## config.mk

```make
export PLATFORM = sky130hd
export DESIGN_NAME = bcd2bin_flat
export DESIGN_NICKNAME = d
export VERILOG_FILES = /design/src/rtl/bcd2bin_if.sv /design/src/rtl/bcd2bin.sv /design/src/flat_wrapper.sv
export SDC_FILE = /design/constraint.sdc
export NUM_CORES = 1
export LEC_CHECK = 0
export BUFFER_PORTS_ARGS = -buffer_cell sky130_fd_sc_hd__buf_2
export CAP_MARGIN = 0
export CORE_MARGIN = 3
export CORE_UTILIZATION = 30
export DETAILED_ROUTE_END_ITERATION = 8
export GPL_TIMING_DRIVEN = 1
export PLACE_DENSITY = 0.54
export SYNTH_ARGS = -nofsm -noshare
export SYNTH_HDL_FRONTEND = slang
export SYNTH_SLANG_ARGS = --single-unit
```

## constraint.sdc

```tcl
create_clock -name clk -period 12.4 [get_ports clk]
set_clock_uncertainty 0.05 [all_clocks]
set_input_delay 1.86 -clock clk [delete_from_list [all_inputs] [get_ports clk]]
set_output_delay 1.86 -clock clk [all_outputs]
set_load 0.1 [all_outputs]
```

## src/rtl/bcd2bin_if.sv

```systemverilog
// Handshake and data bundle for the bcd2bin converter.
// The master side issues start/bcd. The slave (converter) side returns ready,
// done_tick, bin and err.
interface bcd2bin_if #(
    parameter int DIGITS = 11,
    parameter int BIN_W  = 37
);
    logic                  start;
    logic [4*DIGITS-1:0]   bcd;
    logic                  ready;
    logic                  done_tick;
    logic [BIN_W-1:0]      bin;
    logic                  err;

    modport master (
        output start,
        output bcd,
        input  ready,
        input  done_tick,
        input  bin,
        input  err
    );

    modport slave (
        input  start,
        input  bcd,
        output ready,
        output done_tick,
        output bin,
        output err
    );
endinterface

```

## src/rtl/bcd2bin.sv

```systemverilog
// Sequential BCD-to-binary converter using reverse double-dabble.
// Each OP cycle shifts {bcd_reg, bin_w} right by one bit. It then subtracts 3
// from every BCD nibble that has reached 8 or more. After BIN_W steps, bin_w
// holds the binary value. Inputs with a digit above 9 are rejected at once:
// the block goes straight to DONE with err set.
//
//   state  | meaning
//   -------+-------------------------------------------------------------
//   S_IDLE | ready=1, waiting for start; checks the digits and loads work regs
//   S_OP   | one shift/adjust step per cycle; down-counter cnt runs BIN_W..0
//   S_DONE | done_tick=1 for one cycle; bin/err already hold the new result
module bcd2bin #(
    parameter int DIGITS = 11,
    parameter int BIN_W  = 37
) (
    input  logic       clk,
    input  logic       rst,
    bcd2bin_if.slave   bus
);
    localparam int BCD_W = 4 * DIGITS;
    localparam int CNT_W = $clog2(BIN_W + 1);

    typedef enum logic [1:0] {
        S_IDLE = 2'b00,
        S_OP   = 2'b01,
        S_DONE = 2'b10
    } state_t;

    state_t             state, state_nxt;
    logic [BCD_W-1:0]   bcd_reg, bcd_nxt;
    logic [BIN_W-1:0]   bin_w, bin_w_nxt;
    logic [BIN_W-1:0]   bin_r, bin_nxt;
    logic [CNT_W-1:0]   cnt, cnt_nxt;
    logic               err_r, err_nxt;

    logic               bcd_bad;
    logic [BCD_W-1:0]   bcd_sh;
    logic [BCD_W-1:0]   bcd_adj;
    logic [BIN_W-1:0]   bin_sh;

    // Flag an incoming value that contains any digit outside 0..9
    always_comb begin
        bcd_bad = 1'b0;
        for (int i = 0; i < DIGITS; i++) begin
            if (bus.bcd[4*i +: 4] > 4'd9) begin
                bcd_bad = 1'b1;
            end
        end
    end

    // One reverse double-dabble step: logical right shift, then -3 on nibbles >= 8
    always_comb begin
        {bcd_sh, bin_sh} = {bcd_reg, bin_w} >> 1;
        bcd_adj = bcd_sh;
        for (int i = 0; i < DIGITS; i++) begin
            if (bcd_sh[4*i +: 4] >= 4'd8) begin
                bcd_adj[4*i +: 4] = bcd_sh[4*i +: 4] - 4'd3;
            end
        end
    end

    // Next-state and datapath update selection
    always_comb begin
        state_nxt = state;
        bcd_nxt   = bcd_reg;
        bin_w_nxt = bin_w;
        cnt_nxt   = cnt;
        bin_nxt   = bin_r;
        err_nxt   = err_r;
        case (state)
            S_IDLE: begin
                if (bus.start) begin
                    if (bcd_bad) begin
                        err_nxt   = 1'b1;
                        bin_nxt   = '0;
                        state_nxt = S_DONE;
                    end else begin
                        bcd_nxt   = bus.bcd;
                        bin_w_nxt = '0;
                        cnt_nxt   = CNT_W'(BIN_W);
                        state_nxt = S_OP;
                    end
                end
            end
            S_OP: begin
                bcd_nxt   = bcd_adj;
                bin_w_nxt = bin_sh;
                cnt_nxt   = cnt - 1'b1;
                if (cnt_nxt == '0) begin
                    bin_nxt   = bin_sh;
                    err_nxt   = 1'b0;
                    state_nxt = S_DONE;
                end
            end
            S_DONE: begin
                state_nxt = S_IDLE;
            end
            default: begin
                // The unused encoding recovers to IDLE
                state_nxt = S_IDLE;
            end
        endcase
    end

    // State, work registers and result registers
    always_ff @(posedge clk or posedge rst) begin
        if (rst) begin
            state   <= S_IDLE;
            bcd_reg <= '0;
            bin_w   <= '0;
            cnt     <= '0;
            bin_r   <= '0;
            err_r   <= 1'b0;
        end else begin
            state   <= state_nxt;
            bcd_reg <= bcd_nxt;
            bin_w   <= bin_w_nxt;
            cnt     <= cnt_nxt;
            bin_r   <= bin_nxt;
            err_r   <= err_nxt;
        end
    end

    assign bus.ready     = (state == S_IDLE);
    assign bus.done_tick = (state == S_DONE);
    assign bus.bin       = bin_r;
    assign bus.err       = err_r;

endmodule

```

## src/flat_wrapper.sv

```systemverilog
// flat-port wrapper written by rule: the top's interface ports become plain ports
module bcd2bin_flat 
#(
    parameter int DIGITS = 11,
    parameter int BIN_W  = 37
)
  (clk, rst, bus_start, bus_bcd, bus_ready, bus_done_tick, bus_bin, bus_err);
  bcd2bin_if #(.DIGITS(DIGITS), .BIN_W(BIN_W)) bus_i ();
  input  logic clk;
  input  logic rst;
  input wire logic [$bits(bus_i.start)-1:0] bus_start;
  input wire logic [$bits(bus_i.bcd)-1:0] bus_bcd;
  output wire logic [$bits(bus_i.ready)-1:0] bus_ready;
  output wire logic [$bits(bus_i.done_tick)-1:0] bus_done_tick;
  output wire logic [$bits(bus_i.bin)-1:0] bus_bin;
  output wire logic [$bits(bus_i.err)-1:0] bus_err;
  assign bus_i.start = bus_start;
  assign bus_i.bcd = bus_bcd;
  assign bus_ready = bus_i.ready;
  assign bus_done_tick = bus_i.done_tick;
  assign bus_bin = bus_i.bin;
  assign bus_err = bus_i.err;
  bcd2bin #(.DIGITS(DIGITS), .BIN_W(BIN_W)) u_core (.clk(clk), .rst(rst), .bus(bus_i));
endmodule
```

==> results.cfg, run 1 <==
[yosys]
synth_edf_count = 0
ys_types = 35
ys_ff_latch = 126
yosysMostFrequentCell = nand2_1
synth.cell_area_um2 = 6000
async_flop_share_pct = 100.0
synth_ff_type = dfrtp_1
syn_avg_cell_area_um2 = 9.755
synth_nets = 684
synth_top_cell_area_share_pct = 52.55
yosysWarnings = 0
synthTopCellsByCount = nand2_1, dfrtp_1, o21ai_0
synthCells = 615
synthTopCellsByArea = dfrtp_1, nand2_1, a22o_1
seq_area_frac_synth_pct = 52.55
synth_top_cell_by_area = dfrtp_1

[floorplan]
die_height_um = 147.4
core_um2 = 19530
die-width_um = 147.4
fp.dieArea_um2 = 21730
io_pins = 87
initial_core_util_pct = 30.73
floorplan.rows = 51

[pwr]
p_int_w = 0.001025
power_frac_seq_pct = 45.9
swShare_pct = 32.69
comb_power_share_pct = 21.6
peakVddDrop_uv = 117.1
power_density_nw_per_um2 = 211.0
p_clk_share_pct = 32.5
p_leak_nw = 3.480
switchingPower_w = 0.0004979

[clock_tree]
cts_root_buf = clkbuf_16
cts_tree = done
cts_resized = 0
htreeDepth = 4
worstSkewPairLatency_ns = 0.41
cts_sinks = 126
cts_setup_buffers = 0
clk_pin_slew_ns = 0.06
clk_path_buf_depth = 2
cts_hold_buffers = 0
cts_made_buffers = 17

[route]
wire_per_inst_um = 14.87
vias = 4573
vias_per_cell = 4.744
dr.pass1.iters = 4
drtIter0Drc = 299
drc = 0
routed_wirelength_mm = 14.33
ant_nets = 0

[sta]
min_period_ns = 3.981
setup_tns_ns = 0
fmax_mhz = 251.2
setup-violations-final = 0
worstMarginPinSlew_ns = 1.026
slew_viol_final = 0
rsz0062_at_grt = false
timing.final.crit_share_pct = 32.11
hold_violations = 0
relSlewSlack_pct = 31.62

[setup_path]
r2r-end = u_core.bus.bin[31]$_DFFE_PP0P_
rrSetupSlack_ns = 9.41
cp_max_fo = 45
startpoint_type = input port
path_class = input port to flip-flop
end_kind = flip-flop
r2r-start = u_core.cnt[0]$_DFFE_PP0P_
critPathMaxStageDelay_ns = 0.69
worstSetupStartpoint = bus_bcd[34]
cp.required_ns = 12.60
slowest_stage = and4_2
rr_worst_depth = 8
arrival_ns = 4.18
path_cells = buf_2, o21ai_0, and4_1, and4_2, buf_4, mux2i_1, o22ai_1
cp-endpoint = u_core.bcd_reg[35]$_DFFE_PP0P_

[global_routing]
grt_util_met2_pct = 20.83
grtUsageMet3_pct = 2.974
first_global_vias = 4445
grt_max_degree = 79
grt_pass1_wl_mm = 23.78
gr-usage-met1_pct = 19.59
antenna_found_initial = 0
top_usage_layer = met2
grt_usage_pct = 13.76
grt_overflow = 0

[placed_design]
gp_congestion = 0.7301
placed_area_um2 = 6626
io_buffers = 86
hpwl_mm = 9.084

[flow_run]
maxCapViolations = 0

[finish]
layout-drive-gt1-share_pct = 18.60
area_growth_pct = 20.33
nets = 755
finish.instance_area_um2 = 7219
antennaDiodeCount = 0
fill_cells = 1991
largest_reg_flops = 44

[min_path]
holdCritPathClass = flip-flop to flip-flop

[status]
status = finished, final reports clean
[worst min-delay path by stage]
stage	startpoint	endpoint	slack [ns]	depth (start not counted)
global placement	u_core.bus.bin[18]$_DFFE_PP0P_	u_core.bus.bin[18]$_DFFE_PP0P_	0.43	1
global route	u_core.bus.bin[22]$_DFFE_PP0P_	u_core.bus.bin[22]$_DFFE_PP0P_	0.46	1
finish	u_core.bus.bin[16]$_DFFE_PP0P_	u_core.bus.bin[16]$_DFFE_PP0P_	0.44	1
floorplan	u_core.bin_w[11]$_DFFE_PP0P_	u_core.bin_w[10]$_DFFE_PP0P_	0.42	2
detailed placement	u_core.bus.bin[10]$_DFFE_PP0P_	u_core.bus.bin[10]$_DFFE_PP0P_	0.43	1
CTS	u_core.bus.bin[10]$_DFFE_PP0P_	u_core.bus.bin[10]$_DFFE_PP0P_	0.45	1
[worst max-delay path: cells and delay by family]
family          cells  cell delay (ns)
compound gates      2             0.38
buf+inv             2             0.69
mux                 1             0.25
simple gates        2             0.97
[kinds of logic after synthesis]
logic type | share of synthesized area [%]
fa+ha+maj | 4.588
flops | 52.55
mux | 2.503
buf+inv | 4.859
xor+xnor | 3.066
simple gates | 13.43
compound gates | 19.00
[metrics by stage]
stage | hold slack, ns | power [W] | worst slack [ns] | util, % | cells
floorplan | 0.4216 | 0.0009426 | 7.134 | - | 615
global placement | 0.4321 | 0.001026 | 8.004 | 33.94 | 932
finish | 0.4394 | 0.001523 | 8.419 | 36.97 | 964
CTS | 0.4467 | 0.001544 | 8.419 | 36.97 | 964
detailed placement | 0.4329 | 0.001038 | 7.956 | 33.94 | 932
global route | 0.4599 | 0.001643 | 8.197 | 36.97 | 964
[placed cells by master, fill, tap and decap left out, types with 3 or more instances in the layout]
master,n
clkinv_4,3
inv_1,23
o22ai_1,10
a31oi_1,17
xnor2_1,19
nand2b_1,7
clkinvlp_4,3
o211a_1,5
o21ai_0,48
nor2_1,20
nand2_1,142
a22oi_1,16
mux2i_1,15
a22o_1,38
dfrtp_1,126
buf_4,6
clkbuf_16,17
ha_1,22
nand3_1,3
nor2b_1,5
buf_2,86
a21oi_1,37
[cell type report]
cell class                      instances  area (um2)  share of cell area, %
Sequential cell                       126        3153                  43.67
Multi-Input combinational cell        425        2574                  35.65
Clock inverter                         12       136.4                  1.889
Timing Repair Buffer                   92       475.5                  6.586
Clock buffer                           20       456.7                  6.326
Inverter                               24       92.59                  1.282
Tap cell                              265       331.6                  4.593
[per-layer routing]
layer	vias to the layer above	wire, um
met5	-	0
met4	0	153
met3	11	609
met2	105	6398
met1	2189	7171
li1	2268	-
[power groups by stage]
stage | Combinational [W] | Clock, W | Sequential, W
2_1_floorplan | 0.000282 | 0 | 0.000661
3_3_place_gp | 0.000323 | 0 | 0.000703
3_5_place_dp | 0.000334 | 0 | 0.000705
4_1_cts | 0.000336 | 0.000508 | 0.000700
5_1_grt | 0.000392 | 0.000526 | 0.000725
6_report | 0.000330 | 0.000495 | 0.000699
Note: power is estimated with default switching activity, not from simulation.
==> inputs of run 2 (changes only) <==
--- a/config.mk
+++ b/config.mk
@@ -11,7 +11,7 @@
 export CORE_UTILIZATION = 30
 export DETAILED_ROUTE_END_ITERATION = 8
 export GPL_TIMING_DRIVEN = 1
-export PLACE_DENSITY = 0.54
+export PLACE_DENSITY = 0.56
 export SYNTH_ARGS = -nofsm -noshare
 export SYNTH_HDL_FRONTEND = slang
 export SYNTH_SLANG_ARGS = --single-unit
==> constraint.sdc (replaced) <==
create_clock -name clk -period 3.66 [get_ports clk]
set_clock_uncertainty 0.05 [all_clocks]
set_input_delay 0.549 -clock clk [delete_from_list [all_inputs] [get_ports clk]]
set_output_delay 0.549 -clock clk [all_outputs]
set_load 0.1 [all_outputs]
==> results.cfg, run 2 (synthesized netlist as in run 1, its figures left out) <==
[pwr]
p_int_w = 0.003338
swShare_pct = 34.81
p_clk_share_pct = 31.8
peakVddDrop_uv = 432.6
p_leak_nw = 3.510
comb_power_share_pct = 21.9
power_frac_seq_pct = 46.2
power_density_nw_per_um2 = 704.2
switchingPower_w = 0.001783

[global_routing]
antenna_found_initial = 1
grt_usage_pct = 13.65
grt_pass1_wl_mm = 23.76
first_global_vias = 4431
grt_max_degree = 79
grt_overflow = 0

[finish]
largest_reg_flops = 44
fill_cells = 1970
regArea_um2 = 3153
nets = 761
multiInputGateArea_um2 = 2574
finish.instance_area_um2 = 7272
area_growth_pct = 21.21
fin_util_pct = 37.24
layout_common_cells = nand2_1, dfrtp_1, buf_2, o21ai_0, a22o_1
layout-drive-gt1-share_pct = 19.43
mostFrequentLayoutCell = nand2_1

[setup_path]
r2r-start = u_core.cnt[0]$_DFFE_PP0P_
r2r-end = u_core.bus.bin[31]$_DFFE_PP0P_
cp_max_fo = 43
end_kind = flip-flop
rr_worst_depth = 6
cp.required_ns = 3.89
arrival_ns = 2.46
rrSetupSlack_ns = 1.60
path_class = input port to flip-flop
startpoint_type = input port

[sta]
fin_ws_ns = 1.425
fmax_mhz = 447.4
setup_tns_ns = 0
timing.final.crit_share_pct = 61.07
relSlewSlack_pct = 46.67
worstMarginPinSlew_ns = 0.7983
holdWs_ns = 0.2293
setup-violations-final = 0
slew_viol_final = 0
min_period_ns = 2.235
rsz0062_at_grt = false
hold_violations = 0

[route]
wire_per_inst_um = 14.76
ant_nets = 0
dr.pass1.iters = 5
drc = 0
vias = 4611
drtIter0Drc = 281
vias_per_cell = 4.749
routed_wirelength_mm = 14.33

[clock_tree]
cts_tree = done
cts_setup_buffers = 0
cts_resized = 0
worstSkewPairLatency_ns = 0.41
clk_path_buf_depth = 2
clk_pin_slew_ns = 0.06
cts_root_buf = clkbuf_16
cts_hold_buffers = 0
cts_made_buffers = 17
htreeDepth = 4
cts_sinks = 126

[floorplan]
die_height_um = 147.4
io_pins = 87
fp.dieArea_um2 = 21730
initial_core_util_pct = 30.73
floorplan.rows = 51
core_um2 = 19530
die-width_um = 147.4

[placed_design]
hpwl_mm = 9.200
dp_slack_ns = 0.9418
gp_congestion = 0.7570
placed_area_um2 = 6698
io_buffers = 86

[status]
status = finished, final reports clean

[flow_run]
maxCapViolations = 0

[min_path]
holdCritPathClass = input port to asynchronous set/reset pin
==> run 2: cell count changes in the layout (fill, tap and decap cells not counted), moves of 2 or more <==
cell,before,now
clkbuf_8,2,0
inv_8,0,5
buf_12,0,2
bufinv_16,2,0
buf_4,6,10
inv_6,2,4
==> run 2: how the worst max path moves through the flow <==
stage                                     endpoint  slack [ns]  cells after the start                         from
floorplan           u_core.bus.bin[14]$_DFFE_PP0P_        0.88                      6  u_core.state[0]$_DFFE_PP0P_
global placement    u_core.bcd_reg[35]$_DFFE_PP0P_        0.96                      7                  bus_bcd[22]
detailed placement   u_core.bcd_reg[7]$_DFFE_PP0P_        0.94                      7                  bus_bcd[22]
CTS                  u_core.bcd_reg[7]$_DFFE_PP0P_        1.38                      7                  bus_bcd[22]
global route        u_core.bcd_reg[23]$_DFFE_PP0P_        1.23                      7                  bus_bcd[22]
finish               u_core.bcd_reg[7]$_DFFE_PP0P_        1.43                      7                  bus_bcd[22]
==> run 2: routing by layer <==
metal | track usage, % | up-vias | wire (um)
met4 | 5.126 | 0 | 317
met1 | 19.44 | 2176 | 6830
met2 | 20.00 | 129 | 6357
li1 | - | 2285 | -
met3 | 3.587 | 21 | 824
met5 | 0 | - | 0
==> run 2: critical path, cell delays in order <==
cell     delay (ns)
buf_2          0.10
o21ai_0        0.38
and4_1         0.35
and4_2         0.26
buf_4          0.46
mux2i_1        0.25
o22ai_1        0.10
==> run 2: power groups by stage <==
stage | Clock (W) | Combinational [W] | Sequential (W)
global placement | 0 | 0.00109 | 0.00238
floorplan | 0 | 0.000956 | 0.00224
CTS | 0.00168 | 0.00114 | 0.00237
finish | 0.00163 | 0.00112 | 0.00237
global route | 0.00174 | 0.00132 | 0.00245
detailed placement | 0 | 0.00114 | 0.00238
==> run 2: metrics by stage <==
| stage | std cells | power [W] |
|---|---|---|
| global placement | 938 | 0.003472 |
| floorplan | 615 | 0.003194 |
| detailed placement | 938 | 0.003520 |
| CTS | 970 | 0.005184 |
| global route | 971 | 0.005513 |
| finish | 971 | 0.005121 |
==> run 2: area by class of cell <==
type	instances	share of cell area (%)
antenna	1	0.03441
clock buffer	17	5.850
clock inverter	15	2.013
inverter	24	1.290
multi-input combinational	425	35.39
sequential	126	43.36
tap	265	4.560
timing repair buffer	98	7.502
==> inputs of run 3 (changes only) <==
--- a/config.mk
+++ b/config.mk
@@ -11,7 +11,7 @@
 export CORE_UTILIZATION = 30
 export DETAILED_ROUTE_END_ITERATION = 8
 export GPL_TIMING_DRIVEN = 1
-export PLACE_DENSITY = 0.56
+export PLACE_DENSITY = 0.54
 export SYNTH_ARGS = -nofsm -noshare
 export SYNTH_HDL_FRONTEND = slang
 export SYNTH_SLANG_ARGS = --single-unit
==> constraint.sdc (replaced) <==
create_clock -name clk -period 2.18 [get_ports clk]
set_clock_uncertainty 0.05 [all_clocks]
set_input_delay 0.327 -clock clk [delete_from_list [all_inputs] [get_ports clk]]
set_output_delay 0.327 -clock clk [all_outputs]
set_load 0.1 [all_outputs]
==> results.cfg, run 3 (synthesized netlist as in run 1, its figures left out) <==
[sta]
relSlewSlack_pct = 54.72
fin_ws_ns = 0.1921
setup_tns_ns = 0
setup-violations-final = 0
slew_viol_final = 0
worstMarginPinSlew_ns = 0.6792
hold_violations = 0
timing.final.crit_share_pct = 91.19
fmax_mhz = 503.0
rsz0062_at_grt = false
min_period_ns = 1.988

[finish]
layout_common_cells = nand2_1, dfrtp_1, buf_2, o21ai_0, a22o_1
antennaDiodeCount = 0
mostFrequentLayoutCell = nand2_1
area_growth_pct = 23.17
layout-drive-gt1-share_pct = 19.83
nets = 762
largest_reg_flops = 44

[floorplan]
fp.dieArea_um2 = 21730
io_pins = 87
floorplan.rows = 51
core_um2 = 19530
die_height_um = 147.4
die-width_um = 147.4
initial_core_util_pct = 30.73

[setup_path]
rr_worst_depth = 8
cp_max_fo = 7
cp_num_buf_inv = 1
cp.required_ns = 1.80
worstSetupStartpoint = u_core.state[1]$_DFFE_PP0P_
slowest_stage = dfrtp_1
cp-endpoint = bus_done_tick
rrSetupSlack_ns = 0.20
arrival_ns = 1.61
path_depth = 2
r2r-end = u_core.bus.bin[35]$_DFFE_PP0P_
end_kind = output pin
r2r-start = u_core.cnt[0]$_DFFE_PP0P_
path_cells = nor2b_2, buf_2
critPathTopFamily = flip-flops
startpoint_type = flip-flop
path_class = flip-flop to output pin
critPathMaxStageDelay_ns = 0.56

[flow_run]
maxCapViolations = 0

[clock_tree]
cts_sinks = 126
cts_setup_buffers = 0
clk_pin_slew_ns = 0.06
htreeDepth = 4
cts_made_buffers = 17
cts_resized = 0
clk_path_buf_depth = 2
cts_hold_buffers = 0
cts_tree = done
worstSkewPairLatency_ns = 0.42
cts_root_buf = clkbuf_16

[route]
dr.pass1.iters = 5
ant_nets = 0
vias_per_cell = 4.714
routed_wirelength_mm = 13.86
drc = 0
vias = 4577
drtIter0Drc = 265
wire_per_inst_um = 14.28

[pwr]
p_leak_nw = 3.554
power_density_nw_per_um2 = 1181
power_w = 0.008730
peakVddDrop_uv = 530.8

[global_routing]
grt_pass1_wl_mm = 23.23
grt_overflow = 0
antenna_found_initial = 0
first_global_vias = 4345
grt_usage_pct = 13.31
grt_max_degree = 127

[placed_design]
gp_congestion = 0.7426
dp_slack_ns = 0.07577
io_buffers = 86
hpwl_mm = 8.684

[status]
status = finished, final reports clean

[min_path]
holdCritPathClass = input port to asynchronous set/reset pin
## run 3: area by class of cell
cell class              instances  area, um2
fillers                      1982      12140
flip-flops and latches        126       3153
multi-input cells             425       2584
repair buffers                 99      628.1
clock buffers                  17      425.4
well taps                     265      331.6
clock inverters                15      173.9
inverters                      24      93.84
## run 3: worst min-delay path by stage
stage	endpoint	cells past startpoint	start
after floorplan	u_core.bcd_reg[43]$_DFFE_PP0P_	2	bus_bcd[43]
after global placement	u_core.bus.bin[11]$_DFFE_PP0P_	1	u_core.bus.bin[11]$_DFFE_PP0P_
after detailed placement	u_core.bus.bin[26]$_DFFE_PP0P_	1	u_core.bus.bin[26]$_DFFE_PP0P_
after CTS	u_core.bcd_reg[43]$_DFFE_PP0P_	3	bus_bcd[43]
after global routing	u_core.bcd_reg[9]$_DFFE_PP0P_	3	bus_bcd[9]
final	u_core.bcd_reg[9]$_DFFE_PP0P_	3	rst
## run 3: where the power goes
| group | internal, W | switching, W | leakage (nW) | total [W] |
|---|---|---|---|---|
| sequential | 0.00310 | 0.000871 | 1.60 | 0.00397 |
| clock | 0.00172 | 0.00116 | 0.293 | 0.00289 |
| combinational | 0.000996 | 0.000880 | 1.66 | 0.00188 |
## run 3: stage by stage
step | cell area (um2) | hold WS, ns | std cells | util, %
after global routing | 7390 | 0.1157 | 971 | 37.84
after detailed placement | 6790 | 0.4328 | 939 | 34.78
final | 7390 | 0.08022 | 971 | 37.84
after global placement | 6790 | 0.4292 | 939 | 34.78
after CTS | 7390 | 0.09096 | 971 | 37.84
after floorplan | 6013 | 0.4077 | 615 | -
## run 3: routing by layer
metal	global-route usage (%)	vias to the layer above	part of all wire, %
met5	0	-	0
met4	3.914	0	1.1
met3	3.495	12	4.0
met2	19.42	98	44
met1	19.48	2190	51
li1	-	2277	-
## run 3: tightest hold or removal path, delay by kind of cell
kind	cells	cell delay, ns
buffers and inverters	3	0.68
